**config.mk**
```make
export PLATFORM = sky130hd
export DESIGN_NAME = c_mem_arbiter
export DESIGN_NICKNAME = d
export VERILOG_FILES = /design/src/rtl/c_mem_arbiter.sv
export SDC_FILE = /design/constraint.sdc
export NUM_CORES = 1
export LEC_CHECK = 0
export ABC_AREA = 1
export CAP_MARGIN = 20
export CORE_MARGIN = 5
export CORE_UTILIZATION = 37
export CTS_BUF_LIST = sky130_fd_sc_hd__clkbuf_4 sky130_fd_sc_hd__clkbuf_8
export DETAILED_ROUTE_END_ITERATION = 7
export PLACE_DENSITY_LB_ADDON = 0.15
export SLEW_MARGIN = 20
export SYNTH_ARGS = -nofsm -noshare
export SYNTH_HDL_FRONTEND = slang
export SYNTH_SLANG_ARGS = --single-unit
```
**constraint.sdc**
```tcl
create_clock -name clk -period 3.6 [get_ports clk]
set_clock_uncertainty 0.05 [all_clocks]
set_input_delay 0.72 -clock clk [delete_from_list [all_inputs] [get_ports clk]]
set_output_delay 0.72 -clock clk [all_outputs]
set_load 0.02 [all_outputs]
```
**src/rtl/c_mem_arbiter.sv**
```systemverilog
// Arbitrates the shared instruction/data memory between the fetch (I) and
// load/store (D) ports; one access in flight, accept -> issue -> respond.
module c_mem_arbiter #(
  parameter int ADDR_W = 8,
  parameter int DATA_W = 32,
  parameter bit RR_EN  = 1'b1
) (
  input  logic                clk,
  input  logic                rst_n,
  input  logic                i_req_valid,
  input  logic [ADDR_W-1:0]   i_req_addr,
  output logic                i_req_ready,
  output logic                i_rsp_valid,
  output logic [DATA_W-1:0]   i_rsp_rdata,
  input  logic                d_req_valid,
  input  logic                d_req_we,
  input  logic [ADDR_W-1:0]   d_req_addr,
  input  logic [DATA_W-1:0]   d_req_wdata,
  input  logic [DATA_W/8-1:0] d_req_mask,
  output logic                d_req_ready,
  output logic                d_rsp_valid,
  output logic [DATA_W-1:0]   d_rsp_rdata,
  output logic                mem_request,
  output logic                mem_we_re,
  output logic [ADDR_W-1:0]   mem_address,
  output logic [DATA_W-1:0]   mem_w_data,
  output logic [DATA_W/8-1:0] mem_masking,
  input  logic [DATA_W-1:0]   mem_r_data,
  output logic                busy
);

  localparam int MASK_W = DATA_W / 8;

  typedef enum logic [1:0] {IDLE, ISSUE, RESP} state_t;

  state_t              state_reg, state_next;
  logic                owner_reg;       // 1 = D owns the transaction in flight
  logic                last_grant_reg;  // 1 = D was granted last
  logic [ADDR_W-1:0]   addr_reg;
  logic                we_reg;
  logic [DATA_W-1:0]   wdata_reg;
  logic [MASK_W-1:0]   mask_reg;
  logic                grant_i, grant_d;

  always_comb begin
    state_next = state_reg;
    grant_i    = 1'b0;
    grant_d    = 1'b0;
    case (state_reg)
      IDLE: begin
        if (i_req_valid && d_req_valid) begin
          if (RR_EN) begin
            grant_i = last_grant_reg;
            grant_d = !last_grant_reg;
          end else begin
            grant_d = 1'b1;
          end
        end else begin
          grant_i = i_req_valid;
          grant_d = d_req_valid;
        end
        if (grant_i || grant_d) state_next = ISSUE;
      end
      ISSUE:   state_next = RESP;
      RESP:    state_next = IDLE;
      default: state_next = IDLE;
    endcase
  end

  // The latched mask is already zeroed for fetches and loads, so it can be
  // driven straight onto the memory bus and still hold outside ISSUE.
  always_ff @(posedge clk or negedge rst_n) begin
    if (!rst_n) begin
      state_reg      <= IDLE;
      owner_reg      <= 1'b0;
      last_grant_reg <= 1'b1;
      addr_reg       <= '0;
      we_reg         <= 1'b0;
      wdata_reg      <= '0;
      mask_reg       <= '0;
    end else begin
      state_reg <= state_next;
      if (grant_i || grant_d) begin
        owner_reg      <= grant_d;
        last_grant_reg <= grant_d;
        addr_reg       <= grant_d ? d_req_addr : i_req_addr;
        we_reg         <= grant_d && d_req_we;
        wdata_reg      <= grant_d ? d_req_wdata : '0;
        mask_reg       <= (grant_d && d_req_we) ? d_req_mask : '0;
      end
    end
  end

  assign i_req_ready = grant_i;
  assign d_req_ready = grant_d;

  assign mem_request = (state_reg == ISSUE);
  assign mem_we_re   = (state_reg == ISSUE) && we_reg;
  assign mem_address = addr_reg;
  assign mem_w_data  = wdata_reg;
  assign mem_masking = mask_reg;

  assign i_rsp_valid = (state_reg == RESP) && !owner_reg;
  assign d_rsp_valid = (state_reg == RESP) && owner_reg;
  assign i_rsp_rdata = i_rsp_valid ? mem_r_data : '0;
  assign d_rsp_rdata = (d_rsp_valid && !we_reg) ? mem_r_data : '0;

  assign busy = (state_reg != IDLE);

endmodule

```
## After elaboration in Yosys (flattened, before gate mapping)

Cells that the tools add are included.

- Register bits after elaboration: 49
- Input port bits: 89
- Output and inout bits: 115
- Logic and storage cells: 36

- Eq/ne operators: 3
- Multiplexer cells: 13
- Reduce and logical (&&, ||, !) cells: 13

Operator list:

| operator | number |
|---|---|
| 2-to-1 mux 32 bit | 3 |
| 2-to-1 mux 8 bit | 1 |
| logical AND 1 bit | 6 |
| 2-to-1 mux 1 bit | 6 |
| 2-to-1 mux 4 bit | 1 |
| case mux 2 bit (2 select lines) | 1 |
| zero test 1 bit | 3 |
| equality test 2 x 1 -> 1 bit, second input constant | 1 |
| equality test 2 bit, second input constant | 1 |
| zero test 2 bit | 1 |
| logical OR 1 bit | 2 |
| 2-to-1 mux 2 bit | 1 |
| inequality test 2 bit, second input constant | 1 |
| nonzero test 2 bit | 1 |

## Depth between registers and ports, before layout

- Depth after elaboration: 6
- Mapped depth: 7

## Least setup slack after synthesis

OpenSTA, ideal clock, no wires.

- Path type: flip-flop to output port
- Start point: register state_reg[0]
- End point: output port i_rsp_rdata[11]
- Arrival: 1.433 ns
- Data required time: 2.830 ns
- Path slack: 1.397 ns
- Stages on the path, launching flop included: 5
- Cells stage by stage: dfrtp_1 nor3_2 inv_2 clkbuf_8 nor2_1

- Word-level cells in the longest chain between the ends: 3

RTL lines:

| what | line | RTL |
|---|---|---|
| start, declared | 36 | `state_t state_reg, state_next;` |
| start signal, assigned | 82 | `state_reg <= state_next;` |
| equality test 2 bit | 103 | `assign i_rsp_valid = (state_reg == RESP) && !owner_reg;` |
| logical AND 1 bit | 103 |  |
| net i_rsp_valid | 13 | `output logic i_rsp_valid,` |
| 2-to-1 mux 32 bit | 105 | `assign i_rsp_rdata = i_rsp_valid ? mem_r_data : '0;` |
| end, declared | 14 | `output logic [DATA_W-1:0] i_rsp_rdata,` |

The timed path passes the listed nets, and every way through them passes these cells.

## Final worst setup path

- Start point: input port d_req_valid
- End point: output port d_req_ready

- Word-level cells in the longest chain between the ends: 4

RTL lines:

| what | line | RTL |
|---|---|---|
| start, declared | 15 | `input logic d_req_valid,` |
| logical AND 1 bit | 51 | `if (i_req_valid && d_req_valid) begin` |
| 2-to-1 mux 1 bit * | 51 |  |
| 2-to-1 mux 1 bit * (2 in a row) | 49 | `case (state_reg)` |
| end, declared | 20 | `output logic d_req_ready,` |

Mark *: on every way between the ends. The rest lies on a longest branch, timed or not. The select of a mux whose other input is x is not followed.

==> impl_metrics.yaml <==
global_routing:
  grtUsageMet3_pct: 8.05
  globalRouteMet1Util_pct: 23.5
  use_met2_pct: 34.5
  antenna_found_initial: 0
  grt-ovfl-total: 0
  grt-busiest-layer: "met2"
  grt_max_degree: 38
  grt_pass1_wl_mm: 14.1
  track_usage_pct: 20.2
  first_global_vias: 2739
synth:
  synth_edf_count: 0
  synth-seq-cells: 49
  synth_top_area_share_pct: 46.9
  ys.flop_type: "dfrtp_1"
  ys_seq_area_share_pct: 47.9
  synthArstFlopShare_pct: 100
  yosys.cell_types.count: 23
  yosys.area.top_type: "dfrtp_1"
  post_synth_inst_count: 352
  yosysMostFrequentCell: "nand2_1"
  synth_area_leaders: "dfrtp_1, nand2_1, nor2_1"
  yosys_warnings: 0
  avgSynthCellArea_sq_um: 7.28
  synth_common_cells: "nand2_1, nor2_1, inv_1"
  synthesis.nets: 441
  syn_area_sq_um: 2560
placed_design:
  port_buffers: 203
  routabilityCongestion: 0.758
  dp_hpwl_mm: 7.25
timing:
  hold_viol_final: 0
  relSlewSlack_pct: 58.5
  setup_viol: 0
  timing.fmax_mhz: 322
  rsz0062_at_grt: "false"
  whs_ns: 0.304
  fin_crit_ns: 3.10
  tns_ns: 0
  worst_slew_pin_slew_ns: 0.621
  finalMaxSlewViolations: 0
  period_share_pct: 86.2
clocking:
  cts_buffers: 5
  postCtsSetupRepairBufs: 0
  htree_levels: 2
  root_buffer: "clkbuf_8"
  cts-resized-gates: 0
  clockBufferDepth: 2
  clkSinkCount: 49
  clk_pin_slew_ns: 0.09
  clock_latency_ns: 0.30
  cts_tree: "yes"
  cts_hold_buffers: 0
critical_path:
  cp_max_fo: 11
  cp_data_required_time_ns: 2.83
  critPathKind: "primary input to output pin"
  start_kind: "primary input"
  r2r_setup_slack_ns: 1.92
  cp-end-kind: "output pin"
  arrival_ns: 2.33
die:
  coreArea_sq_um: 6760
  die_h_um: 93.2
  die_x_um: 93.2
  start_util_pct: 37.9
  die-area_sq_um: 8690
  floorplan.io_pins: 204
  rows: 30
pwr:
  switching_share_pct: 44.5
  clkPwrFrac_pct: 10.0
  power_leakage_nw: 2.33
  peakVddDrop_mv: 0.390
  p_per_area_nw_per_um2: 717
  p_sw_mw: 1.49
  internal-power_mw: 1.86
  p_seq_share_pct: 28.7
  p_comb_share_pct: 61.3
finish:
  regArea_sq_um: 1230
  layout-drive-gt1-share_pct: 5.45
  num_antenna_cells: 0
  multi_input_area_sq_um: 957
  largest_reg_flops: 32
  areaGrowthSynthToFinish_pct: 82.1
  fillCellCount: 569
  nets: 638
worst_hold_path:
  hp-class: "primary input to async pin"
route:
  vias: 2829
  drtIter0Drc: 108
  avgViaCountPerCell: 4.49
  wl_per_cell_um: 14.2
  firstDrtPassIters: 4
  drc: 0
  wirelength_mm: 8.93
  antenna_left: 0
run:
  drv_cap: 0
status:
  status: "finished, final reports clean"
[worst max-delay path, stage by stage]
cell and delay, ns:
clkdlybuf4s50_1 0.75, nand3_2 0.15, inv_2 0.08, clkdlybuf4s50_1 0.63
[power groups by stage]
| stage | logic, mW | registers [mW] | clock network, mW |
|---|---|---|---|
| global placement | 2.05 | 0.956 | 0 |
| CTS | 2.08 | 0.963 | 0.345 |
| detailed placement | 2.07 | 0.969 | 0 |
| floorplan | 0.851 | 1.24 | 0 |
| global route | 2.21 | 1.00 | 0.371 |
| finish | 2.05 | 0.960 | 0.334 |
[path summary, 6_finish.rpt]
kind | startpoint | endpoint | cells past startpoint
hold / removal | rst_n | mem_w_data[9] | 1
hold reg to reg | mem_address[2] | mem_address[2] | 2
min in group clk | mem_address[2] | mem_address[2] | 2
max in group asynchronous | rst_n | last_grant_reg | 2
setup reg to reg | state_reg[0] | mem_masking[2] | 6
setup / recovery | d_req_valid | d_req_ready | 4
[final cells by class]
class	instances	area share, %
Timing Repair Buffer	208	44.5
Sequential cell	49	26.3
Multi-Input combinational cell	228	20.5
Inverter	57	4.59
Tap cell	80	2.15
Clock buffer	6	1.64
Clock inverter	2	0.295
[cell usage in the layout (no fill, tap or decap), drive strengths merged]
cell type      netlist  layout
clkdlybuf4s50        0     202
nand2              132     132
nor2                67      67
inv                 57      58
dfrtp               48      48
nand3               13      13
nand4                8       8
clkbuf               1       6
buf                 17       6
o21ai                4       4
nor3                 3       3
a21oi                1       1
clkinv               0       1
dfstp                1       1
[logic make-up (layout without fill, tap and decap cells)]
group / count (synthesis) / in the layout / share of synthesized area (%)
flip-flops: 49 / 49 / 47.9
AND/OR/NAND/NOR: 223 / 223 / 35.9
buffers and inverters: 75 / 273 / 14.7
AO/OA/AOI/OAI: 5 / 5 / 1.42
[per-layer routing]
metal / vias to the layer above / routed length, um
met4: 0 / 129
met2: 127 / 4380
met5: - / 0
li1: 1419 / -
met1: 1274 / 3440
met3: 9 / 974
[metrics by stage]
step / util, % / total power, mW / setup slack [ns] / instance area [sq um] / cells
final: 69.1 / 3.34 / 0.495 / 4670 / 630
after global routing: 69.1 / 3.59 / 0.386 / 4670 / 630
after CTS: 69.1 / 3.39 / 0.482 / 4670 / 630
after detailed placement: 67.7 / 3.04 / 0.490 / 4580 / 622
after global placement: 67.4 / 3.00 / 0.516 / 4560 / 621
after floorplan: - / 2.09 / 1.40 / 2560 / 352
No activity file was read; power rests on OpenSTA's default activity.
